[config.mk]
export PLATFORM = sky130hd
export DESIGN_NAME = linescan_sensor_ctrl
export DESIGN_NICKNAME = d
export VERILOG_FILES = /design/src/rtl/linescan_pkg.sv /design/src/rtl/linescan_clk_div.sv /design/src/rtl/linescan_sensor_ctrl.sv
export SDC_FILE = /design/constraint.sdc
export NUM_CORES = 1
export LEC_CHECK = 0
export ABC_AREA = 1
export CAP_MARGIN = 20
export CORE_MARGIN = 1.5
export CORE_UTILIZATION = 40
export DETAILED_ROUTE_END_ITERATION = 6
export SETUP_SLACK_MARGIN = 0.1
export SLEW_MARGIN = 20
export SYNTH_ARGS = -nofsm -noshare
export SYNTH_HDL_FRONTEND = slang
export SYNTH_SLANG_ARGS = --single-unit
[constraint.sdc]
create_clock -name master_clock_i -period 8.1 [get_ports master_clock_i]
set_input_delay 1.62 -clock master_clock_i [delete_from_list [all_inputs] [get_ports master_clock_i]]
set_output_delay 1.62 -clock master_clock_i [all_outputs]
set_load 0.01 [all_outputs]
[src/rtl/linescan_pkg.sv]
// Shared types and elaboration helpers for the linescan sensor controller.
//   linescan_state_t : frame sequencer states
//   pix_cnt_w()      : width of the pixel counter (covers 0..NUM_PIXELS)
//   half_cnt_w()     : width of the half-period counter (covers 0..CLK_HALF_NCLK-1)
//   strobe_offset_ok : the sample strobe must land inside one CLK period
package linescan_pkg;

    typedef enum logic [2:0] {
        StIdle,
        StSi,
        StReadout,
        StTail,
        StExpose
    } linescan_state_t;

    // Sample offset is limited to one full CLK period (two half periods).
    localparam int unsigned StbOffsetHalves = 2;

    function automatic int unsigned pix_cnt_w(input int unsigned num_pixels);
        return $clog2(num_pixels + 1);
    endfunction

    function automatic int unsigned half_cnt_w(input int unsigned half_nclk);
        return (half_nclk > 1) ? $clog2(half_nclk) : 1;
    endfunction

    function automatic bit strobe_offset_ok(input int unsigned offset,
                                            input int unsigned half_nclk);
        return offset < StbOffsetHalves * half_nclk;
    endfunction

endpackage

[src/rtl/linescan_clk_div.sv]
// Half-period counter for the sensor clock.
//   clk_i, rst_i : clock, asynchronous active-high reset
//   en_i         : count enable
//   clr_i        : synchronous restart; next cycle is count 0 of a high half
//   high_o       : current half is the CLK-high half
//   cnt_o        : position inside the current half (0..CLK_HALF_NCLK-1)
//   rise_stb_o   : last cycle of a low half (CLK rises next)
//   fall_stb_o   : last cycle of a high half (CLK falls next)
module linescan_clk_div
    import linescan_pkg::*;
#(
    parameter int unsigned CLK_HALF_NCLK = 100,
    parameter int unsigned CntW          = half_cnt_w(CLK_HALF_NCLK)
) (
    input  logic            clk_i,
    input  logic            rst_i,
    input  logic            en_i,
    input  logic            clr_i,
    output logic            high_o,
    output logic [CntW-1:0] cnt_o,
    output logic            rise_stb_o,
    output logic            fall_stb_o
);

    localparam logic [CntW-1:0] CntLast = CntW'(CLK_HALF_NCLK - 1);

    logic [CntW-1:0] cnt_q, cnt_d;
    logic            high_q, high_d;
    logic            half_end;

    assign half_end = en_i && (cnt_q == CntLast);

    always_comb begin
        cnt_d  = cnt_q;
        high_d = high_q;
        if (clr_i) begin
            cnt_d  = '0;
            high_d = 1'b1;
        end else if (en_i) begin
            if (cnt_q == CntLast) begin
                cnt_d  = '0;
                high_d = ~high_q;
            end else begin
                cnt_d = cnt_q + CntW'(1);
            end
        end
    end

    always_ff @(posedge clk_i or posedge rst_i) begin
        if (rst_i) begin
            cnt_q  <= '0;
            high_q <= 1'b0;
        end else begin
            cnt_q  <= cnt_d;
            high_q <= high_d;
        end
    end

    assign high_o     = high_q;
    assign cnt_o      = cnt_q;
    assign rise_stb_o = half_end && !high_q;
    assign fall_stb_o = half_end && high_q;

endmodule

[src/rtl/linescan_sensor_ctrl.sv]
// Timing controller for TSL1401-class linear sensors (CJMCU-1401).
// Generates SI/CLK readout, per-pixel ADC sample strobe with index, and extra exposure.
//   master_clock_i / master_reset_i : clock, asynchronous active-high reset
//   start_i             : frame request (ignored while busy)
//   continuous_i        : restart immediately at frame end
//   sensor_enable_i     : per-sensor enable, latched at frame start
//   exposure_ncycles_i  : extra integration cycles, latched at frame start
//   busy_o, frame_done_o, sample_capture_trigger_o, pixel_index_o
//   cjmcu1401_si_o / cjmcu1401_clk_o : sensor pins, driven straight from flops
// Build option: LINESCAN_TAIL_CLK_EN adds the terminating CLK period after the last pixel.
//
// The sequencer runs one cycle ahead of the pins: the state in cycle t decides
// what every output register shows in cycle t+1.
module linescan_sensor_ctrl
    import linescan_pkg::*;
#(
    parameter int unsigned NUM_PIXELS         = 128,
    parameter int unsigned NUM_SENSORS        = 1,
    parameter int unsigned CLK_HALF_NCLK      = 100,
    parameter int unsigned SI_HIGH_NCLK       = 4,
    parameter int unsigned SAMPLE_OFFSET_NCLK = 35,
    parameter int unsigned EXPOSURE_W         = 32
) (
    input  logic                          master_clock_i,
    input  logic                          master_reset_i,
    input  logic                          start_i,
    input  logic                          continuous_i,
    input  logic [NUM_SENSORS-1:0]        sensor_enable_i,
    input  logic [EXPOSURE_W-1:0]         exposure_ncycles_i,
    output logic                          busy_o,
    output logic                          sample_capture_trigger_o,
    output logic [$clog2(NUM_PIXELS)-1:0] pixel_index_o,
    output logic                          frame_done_o,
    output logic [NUM_SENSORS-1:0]        cjmcu1401_si_o,
    output logic [NUM_SENSORS-1:0]        cjmcu1401_clk_o
);

    localparam int unsigned PixW  = pix_cnt_w(NUM_PIXELS);
    localparam int unsigned IdxW  = $clog2(NUM_PIXELS);
    localparam int unsigned HalfW = half_cnt_w(CLK_HALF_NCLK);

    localparam logic [HalfW-1:0] SiLast  = HalfW'(SI_HIGH_NCLK / 2 - 1);
    localparam logic [PixW-1:0]  PixLast = PixW'(NUM_PIXELS - 1);
`ifdef LINESCAN_TAIL_CLK_EN
    localparam logic [PixW-1:0]  PixTail = PixW'(NUM_PIXELS);
`endif
    // SI stays high into the first CLK-high half for the remainder of its width.
    localparam int unsigned SiReadoutCycles = SI_HIGH_NCLK - SI_HIGH_NCLK / 2;
    localparam bit          StbInHigh       = SAMPLE_OFFSET_NCLK < CLK_HALF_NCLK;
    localparam logic [HalfW-1:0] StbCnt =
        HalfW'(StbInHigh ? SAMPLE_OFFSET_NCLK : SAMPLE_OFFSET_NCLK - CLK_HALF_NCLK);

    if (SI_HIGH_NCLK < 2) begin : g_chk_si_min
        $error("SI_HIGH_NCLK must be at least 2");
    end
    if (SI_HIGH_NCLK / 2 >= CLK_HALF_NCLK) begin : g_chk_si_half
        $error("SI_HIGH_NCLK/2 must be below CLK_HALF_NCLK");
    end
    if (!strobe_offset_ok(SAMPLE_OFFSET_NCLK, CLK_HALF_NCLK)) begin : g_chk_offset
        $error("SAMPLE_OFFSET_NCLK must be below 2*CLK_HALF_NCLK");
    end
    if (NUM_PIXELS < 2) begin : g_chk_pixels
        $error("NUM_PIXELS must be at least 2");
    end

    linescan_state_t         state_q, state_d;
    logic [PixW-1:0]         pix_q, pix_d;
    logic [HalfW-1:0]        si_cnt_q, si_cnt_d;
    logic [EXPOSURE_W-1:0]   exp_cnt_q, exp_cnt_d;
    logic [EXPOSURE_W-1:0]   exp_q, exp_d;
    logic [NUM_SENSORS-1:0]  ena_q, ena_d;

    logic                    busy_q, busy_d;
    logic                    stb_q, stb_d;
    logic [IdxW-1:0]         idx_q, idx_d;
    logic                    done_q, done_d;
    logic [NUM_SENSORS-1:0]  si_q, si_d;
    logic [NUM_SENSORS-1:0]  clk_q, clk_d;

    logic                    div_en, div_clr, div_high, div_rise_stb, div_fall_stb;
    logic [HalfW-1:0]        div_cnt;
    logic                    start_acc, line_end, frame_end, stb_hit;
    logic                    unused_fall_stb;

    assign unused_fall_stb = div_fall_stb;

    linescan_clk_div #(
        .CLK_HALF_NCLK (CLK_HALF_NCLK),
        .CntW          (HalfW)
    ) u_clk_div (
        .clk_i      (master_clock_i),
        .rst_i      (master_reset_i),
        .en_i       (div_en),
        .clr_i      (div_clr),
        .high_o     (div_high),
        .cnt_o      (div_cnt),
        .rise_stb_o (div_rise_stb),
        .fall_stb_o (div_fall_stb)
    );

    assign stb_hit = (div_high == StbInHigh) && (div_cnt == StbCnt);

    // Next-state
    always_comb begin
        state_d   = state_q;
        pix_d     = pix_q;
        si_cnt_d  = si_cnt_q;
        exp_cnt_d = exp_cnt_q;
        exp_d     = exp_q;
        ena_d     = ena_q;
        div_en    = 1'b0;
        div_clr   = 1'b0;
        start_acc = 1'b0;
        line_end  = 1'b0;
        frame_end = 1'b0;

        unique case (state_q)
            StIdle: begin
                // busy_q still covers the frame_done cycle right after a frame
                if (start_i && !busy_q) begin
                    start_acc = 1'b1;
                    state_d   = StSi;
                    si_cnt_d  = '0;
                    ena_d     = sensor_enable_i;
                    exp_d     = exposure_ncycles_i;
                end
            end
            StSi: begin
                div_clr = 1'b1;
                if (si_cnt_q == SiLast) begin
                    state_d  = StReadout;
                    si_cnt_d = '0;
                    pix_d    = '0;
                end else begin
                    si_cnt_d = si_cnt_q + HalfW'(1);
                end
            end
            StReadout: begin
                div_en = 1'b1;
                if (div_rise_stb) begin
                    if (pix_q == PixLast) begin
`ifdef LINESCAN_TAIL_CLK_EN
                        pix_d   = PixTail;
                        state_d = StTail;
`else
                        line_end = 1'b1;
`endif
                    end else begin
                        pix_d = pix_q + PixW'(1);
                    end
                end
            end
`ifdef LINESCAN_TAIL_CLK_EN
            StTail: begin
                div_en = 1'b1;
                if (div_rise_stb) begin
                    line_end = 1'b1;
                end
            end
`endif
            StExpose: begin
                if (exp_cnt_q == exp_q - EXPOSURE_W'(1)) begin
                    frame_end = 1'b1;
                end else begin
                    exp_cnt_d = exp_cnt_q + EXPOSURE_W'(1);
                end
            end
            default: state_d = StIdle;
        endcase

        // Zero exposure: the last CLK-low cycle is also the frame_done cycle.
        if (line_end) begin
            pix_d = '0;
            if (exp_q == '0) begin
                frame_end = 1'b1;
            end else begin
                state_d   = StExpose;
                exp_cnt_d = '0;
            end
        end

        if (frame_end) begin
            exp_cnt_d = '0;
            if (continuous_i) begin
                state_d  = StSi;
                si_cnt_d = '0;
                ena_d    = sensor_enable_i;
                exp_d    = exposure_ncycles_i;
            end else begin
                state_d = StIdle;
            end
        end
    end

    // Output next values, decoded from the current sequencer position
    always_comb begin
        si_d   = '0;
        clk_d  = '0;
        stb_d  = 1'b0;
        idx_d  = '0;
        done_d = frame_end;
        busy_d = (state_q != StIdle) || start_acc;

        unique case (state_q)
            StSi: begin
                si_d = ena_q;
            end
            StReadout: begin
                if (div_high) begin
                    clk_d = ena_q;
                end
                if ((pix_q == '0) && div_high && (32'(div_cnt) < SiReadoutCycles)) begin
                    si_d = ena_q;
                end
                if (stb_hit) begin
                    stb_d = 1'b1;
                    idx_d = pix_q[IdxW-1:0];
                end
            end
            StTail: begin
                if (div_high) begin
                    clk_d = ena_q;
                end
            end
            default: ;
        endcase
    end

    always_ff @(posedge master_clock_i or posedge master_reset_i) begin
        if (master_reset_i) begin
            state_q   <= StIdle;
            pix_q     <= '0;
            si_cnt_q  <= '0;
            exp_cnt_q <= '0;
            exp_q     <= '0;
            ena_q     <= '0;
            busy_q    <= 1'b0;
            stb_q     <= 1'b0;
            idx_q     <= '0;
            done_q    <= 1'b0;
            si_q      <= '0;
            clk_q     <= '0;
        end else begin
            state_q   <= state_d;
            pix_q     <= pix_d;
            si_cnt_q  <= si_cnt_d;
            exp_cnt_q <= exp_cnt_d;
            exp_q     <= exp_d;
            ena_q     <= ena_d;
            busy_q    <= busy_d;
            stb_q     <= stb_d;
            idx_q     <= idx_d;
            done_q    <= done_d;
            si_q      <= si_d;
            clk_q     <= clk_d;
        end
    end

    assign busy_o                   = busy_q;
    assign sample_capture_trigger_o = stb_q;
    assign pixel_index_o            = idx_q;
    assign frame_done_o             = done_q;
    assign cjmcu1401_si_o           = si_q;
    assign cjmcu1401_clk_o          = clk_q;

endmodule

==> results of run 1 <==
cell usage after synthesis (4+ instances only):
cell type,count,area share
xnor2_1,16,0.016
buf_1,7,0.0030
a21oi_1,22,0.013
a21boi_1,5,0.0043
nor4_1,13,0.0094
o21ai_0,84,0.049
nor3_1,33,0.019
inv_2,6,0.0026
o211ai_1,33,0.029
dfrtp_1,103,0.30
nand3_1,57,0.033
nor2_1,163,0.071
buf_2,9,0.0052
nand2_2,4,0.0029
clkbuf_1,27,0.012
o22ai_1,8,0.0058
nand4_1,41,0.030
inv_1,157,0.068
xor2_1,30,0.030
nand2_1,560,0.24
ha_1,7,0.010
buf_4,4,0.0035
nor2_2,8,0.0058
nand3b_1,8,0.0069
metrics by stage:
stage,instances,setup WS [ps],area [µm²],utilization
final,1733,3880,9670,0.459
after global routing,1733,3510,9670,0.459
after CTS,1733,3890,9670,0.459
after detailed placement,1717,3910,9340,0.443
after global placement,1717,4020,9340,0.443
after floorplan,1433,3780,8640,-
worst paths after layout:
check	from	end	cells after the start	slack (ps)
worst max-delay path	exp_q[0]$_DFF_PP0_	exp_q[23]$_DFF_PP0_	15	3880
worst min-delay path	u_clk_div.cnt_o[0]$_DFFE_PP0P_	u_clk_div.cnt_o[0]$_DFFE_PP0P_	1	520
worst max register to register	exp_q[0]$_DFF_PP0_	exp_q[23]$_DFF_PP0_	15	3880
worst min register to register	u_clk_div.cnt_o[0]$_DFFE_PP0P_	u_clk_div.cnt_o[0]$_DFFE_PP0P_	1	520
max in group asynchronous	master_reset_i	exp_q[23]$_DFF_PP0_	3	5200
min in group asynchronous	master_reset_i	u_clk_div.cnt_o[6]$_DFFE_PP0P_	2	1600
worst reg2reg max path: stages, from the launching register on:
cell and delay (ps):
dfrtp_1 390, inv_1 140, ha_1 250, nand3_4 110
nor2_4 210, nand2_2 110, o21ai_1 200, nand2_1 100
nor2_1 120, nand2_1 60, nor2_1 680, nand4_4 670
o21ai_2 520, buf_4 430, nand2_1 100, nand2_1 70
power groups by stage:
stage	sequential [mW]	combinational [mW]	clock (mW)
after global placement	0.737	1.33	0
final	0.732	1.35	0.484
after floorplan	0.695	1.06	0
after CTS	0.729	1.34	0.497
after global routing	0.747	1.57	0.519
after detailed placement	0.738	1.34	0
layout make-up:
class | count | area, µm² | share of cell area
multi-input cells | 1119 | 5260 | 0.544
flip-flops and latches | 103 | 2580 | 0.267
inverters | 164 | 618 | 0.0639
repair buffers | 56 | 541 | 0.0559
well taps | 275 | 344 | 0.0356
clock buffers | 9 | 225 | 0.0233
clock inverters | 7 | 101 | 0.0105
flip-flops by register name, indices dropped and copies added, names as in the netlist, 3 cells and up:
name,count
u_clk_div.cnt_o,7
state_q,3
exp_q,32
si_cnt_q,7
pixel_index_o,7
pix_q,8
exp_cnt_q,32
cells by family (layout without fill, tap and decap cells):
| logic type | count (synthesis) | after routing | synth area share |
|---|---|---|---|
| AOI/OAI and AO/OA | 168 | 168 | 0.113 |
| xor gates and xnor gates | 46 | 46 | 0.0466 |
| adders and majority gates | 7 | 7 | 0.0101 |
| buffers and inverters | 211 | 236 | 0.0947 |
| DFF | 103 | 103 | 0.298 |
| and+or+nand+nor | 898 | 898 | 0.437 |
routing by layer:
| layer | share of wire | wire [µm] |
|---|---|---|
| met5 | 0 | 0 |
| met4 | 0.018 | 465 |
| met3 | 0.048 | 1280 |
| met2 | 0.45 | 11900 |
| met1 | 0.49 | 12900 |
==> results.yml, run 1 <==
status:
  status: "complete, no violations"
critical_path:
  worstPathCellList: "inv_1 > ha_1 > nand3_4 > nor2_4 > nand2_2 > o21ai_1 > nand2_1 > nor2_1 > nand2_1 > nor2_1 > nand4_4 > o21ai_2 > buf_4 > nand2_1 > nand2_1"
  worstPathArrival_ps: 4530
  end_kind: "flop"
  critical_path_class: "flop to flop"
  crit_buf_inv: 2
  slowest_delay_ps: 680
  path_delay_family: "simple AND/OR/NAND/NOR gates"
  path_max_fanout: 34
  cp_data_required_time_ps: 8410
  slowest_stage: "nor2_1"
  path_common_cell: "nand2_1"
  crit_path_start_kind: "flop"
global_route:
  gr-total-overflow: 0
  grt_use_met2: 0.390
  use_met3: 0.0351
  grt_max_degree: 71
  grt_pass1_wl_um: 43800
  grt_most_used_layer: "met2"
  grt_use_total: 0.248
  antenna_found_initial: 0
  grt_pass1_vias: 8359
  met1_usage: 0.355
cells_and_area:
  antenna_cells: 0
  final_common_cell: "nand2_1"
  final.fill_count: 2255
  layout-drive-gt1-share: 0.0377
  nets: 1497
  area_growth_pct: 11.9
  final_cell_mix: "nand2_1 (560), nor2_1 (161), inv_1 (156)"
power_and_ir_drop:
  finalPower_mw: 2.57
  power.switching_mw: 1.28
  p_leak_nw: 4.72
  seqPwrFrac: 0.285
  vdd_ir_drop_max_mv: 0.184
  combPwrFrac: 0.527
  powerDensity_nw_per_um2: 266
  p_int_mw: 1.29
  swShare: 0.498
  p_clk_frac: 0.189
sta:
  slew_headroom: 0.371
  worstMarginPinSlew_ps: 944
  rsz0062_at_grt: "no"
  fin_hold_ws_ps: 524
  final.setup.tns_ps: 0
  fmax_mhz: 237
  drv_slew: 0
  finalCriticalPeriod_ps: 4220
  finalSetupViolations: 0
  finClkSkew_ps: 17.8
  period_share: 0.521
  final_hold_viol_count: 0
drt:
  viasPerCell: 5.18
  drt_iter0_drc: 500
  vias: 8975
  antenna_left: 0
  wirelength_um: 26500
  dr.pass1.iters: 5
  drc: 0
  routedWlPerCell_um: 15.3
cts:
  ctsHoldBuffers: 0
  cts_resized: 0
  numCtsBuffers: 9
  path_clk_slew_ps: 90
  clock-root-buffer: "clkbuf_16"
  htreeDepth: 3
  cts.sinks: 103
  cts_buffer_depth: 2
  cts_setup_buffers: 0
  cts_tree: "done"
  clkLatencyLatePin_ps: 390
logic_synthesis:
  syn_nets: 1477
  synthFlopType: "dfrtp_1"
  synth-edff-count: 0
  syn-cell-area_um2: 8640
  ys_warn_count: 0
  avgSynthCellArea_um2: 6.03
  yosysSeqAreaShare: 0.298
  synthCells: 1433
  synth.distinct_cells: 44
  ys_ff_latch: 103
  synthArstFlopShare: 1.00
min_path:
  hold_class: "flop to flop"
die:
  dieArea_um2: 22500
  core-area_um2: 21100
  io_pins: 49
  row_count: 53
  initial_utilization: 0.410
  die_x_um: 150
  die_y_um: 150
place:
  place.gp.congestion: 0.909
  port_buffers: 48
  hpwl_um: 19600
flow_run:
  drv_cap: 0
No activity file was read; power rests on OpenSTA's default activity.
==> inputs of run 2 (changes only) <==
- clock period: 8.1 -> 4.1 ns (I/O delays scaled with it)
==> run 2 against run 1 <==
Sequential share of layout area decreased by 0.14 points. Count of clock-buffer cells in the layout is the same. Cell count rose by 0.29%. Sequential cell count did not move. Clock skew grew 1.5 ps. Largest cell class unchanged.
==> results.yml, run 2 (synthesis results as in run 1) <==
critical_path:
  worstPathCellList: "inv_1 > ha_1 > nand3_4 > nor2_2 > nand2_1 > nor3_1 > nor2_1 > nor2_1 > nand2_1 > nor2_4 > nand4_4 > o21ai_2 > buf_12 > a21boi_0"
  slowest_stage: "dfrtp_1"
  timing.rr.end: "si_cnt_q[6]$_DFF_PP0_"
  worstPathArrival_ps: 3420
  end_kind: "flop"
  crit_path_start_kind: "flop"
  critical_path_class: "flop to flop"
  path_max_fanout: 24
  cp_data_required_time_ps: 4350
  slowest_delay_ps: 390
  crit_path_end: "si_cnt_q[6]$_DFF_PP0_"
  ff2ff_setup_slack_ps: 930
  crit_buf_inv: 2
  path_depth: 14
  reg2regPathDepth: 14
  timing.rr.start: "exp_q[0]$_DFF_PP0_"
  cp-startpoint: "exp_q[0]$_DFF_PP0_"
  path_delay_family: "simple AND/OR/NAND/NOR gates"
cts:
  cts_resized: 0
  path_clk_slew_ps: 90
  cts.sinks: 103
  clock-root-buffer: "clkbuf_16"
  numCtsBuffers: 9
  clkLatencyLatePin_ps: 380
  ctsHoldBuffers: 0
  cts_buffer_depth: 2
  cts_setup_buffers: 0
  htreeDepth: 3
  cts_tree: "done"
cells_and_area:
  final_common_cell: "nand2_1"
  reg_top3: "exp_cnt_q: 32 flops, exp_q: 32 flops, pix_q: 8 flops"
  final_cell_mix: "nand2_1 (560), nor2_1 (161), inv_1 (156)"
  layout-drive-gt1-share: 0.0410
  area_growth_pct: 12.4
  antenna_cells: 0
  nets: 1502
global_route:
  gr-total-overflow: 0
  grt_pass1_wl_um: 42400
  grt_use_total: 0.242
  antenna_found_initial: 0
  grt_pass1_vias: 7996
  grt_max_degree: 60
min_path:
  hold_class: "flop to flop"
  hold_depth: 1
drt:
  antenna_left: 0
  viasPerCell: 5.16
  dr.pass1.iters: 5
  wirelength_um: 26200
  vias: 8965
  routedWlPerCell_um: 15.1
  drc: 0
  drt_iter0_drc: 558
sta:
  slew_headroom: 0.420
  worstMarginPinSlew_ps: 869
  rsz0062_at_grt: "no"
  finalSetupViolations: 0
  period_share: 0.774
  final_hold_viol_count: 0
  finalCriticalPeriod_ps: 3170
  drv_slew: 0
  final.setup.tns_ps: 0
  fmax_mhz: 315
  finClkSkew_ps: 19.3
  fin_hold_ws_ps: 505
die:
  io_pins: 49
  row_count: 53
  initial_utilization: 0.410
  dieArea_um2: 22500
  die_y_um: 150
  core-area_um2: 21100
  die_x_um: 150
power_and_ir_drop:
  finalPower_mw: 5.05
  power.switching_mw: 2.50
  swShare: 0.494
  combPwrFrac: 0.529
  p_leak_nw: 4.75
  seqPwrFrac: 0.286
  vdd_ir_drop_max_mv: 0.354
  p_clk_frac: 0.185
  p_int_mw: 2.55
  powerDensity_nw_per_um2: 520
flow_run:
  drv_cap: 0
place:
  hpwl_um: 19700
  port_buffers: 48
  place.gp.congestion: 0.956
status:
  status: "complete, no violations"
-- run 2: cell count changes in the layout (fill, tap and decap cells not counted) --
cell,before,now
buf_4,8,12
buf_12,0,1
inv_12,2,1
clkinv_8,3,4
-- run 2: worst min path at each step --
stage,startpoint,to
after floorplan,u_clk_div.cnt_o[0]$_DFFE_PP0P_,u_clk_div.cnt_o[0]$_DFFE_PP0P_
after CTS,u_clk_div.cnt_o[0]$_DFFE_PP0P_,u_clk_div.cnt_o[0]$_DFFE_PP0P_
after global routing,u_clk_div.cnt_o[0]$_DFFE_PP0P_,u_clk_div.cnt_o[0]$_DFFE_PP0P_
after detailed placement,u_clk_div.cnt_o[0]$_DFFE_PP0P_,u_clk_div.cnt_o[0]$_DFFE_PP0P_
final,u_clk_div.cnt_o[0]$_DFFE_PP0P_,u_clk_div.cnt_o[0]$_DFFE_PP0P_
after global placement,u_clk_div.cnt_o[0]$_DFFE_PP0P_,u_clk_div.cnt_o[0]$_DFFE_PP0P_
-- run 2: power groups by stage --
| stage | Sequential (mW) | Clock, mW | Combinational (mW) |
|---|---|---|---|
| after floorplan | 1.37 | 0 | 2.09 |
| after global placement | 1.46 | 0 | 2.62 |
| after detailed placement | 1.46 | 0 | 2.65 |
| after CTS | 1.44 | 0.967 | 2.66 |
| after global routing | 1.47 | 0.995 | 3.08 |
| final | 1.44 | 0.935 | 2.67 |
-- run 2: area by class of cell --
class                      instances  area, µm²
clock buffer                       9        225
timing repair buffer              61        591
tap                              275        344
inverter                         164        618
multi-input combinational       1119       5260
sequential                       103       2580
fill                            2216      11400
clock inverter                     7        101
-- run 2: metal layers --
| layer | track usage | wire length, µm | vias up |
|---|---|---|---|
| li1 | - | - | 4628 |
| met1 | 0.352 | 12700 | 4064 |
| met2 | 0.368 | 11500 | 233 |
| met3 | 0.0305 | 1270 | 40 |
| met4 | 0.0789 | 699 | 0 |
| met5 | 0 | 0 | - |
-- run 2: per-stage QoR --
stage | instances | setup slack, ps | instance area, µm² | utilization
6_report | 1738 | 927 | 9720 | 0.461
5_1_grt | 1738 | 577 | 9720 | 0.461
4_1_cts | 1738 | 926 | 9720 | 0.461
3_5_place_dp | 1722 | 922 | 9390 | 0.445
3_3_place_gp | 1722 | 982 | 9390 | 0.445
2_1_floorplan | 1433 | 576 | 8640 | -
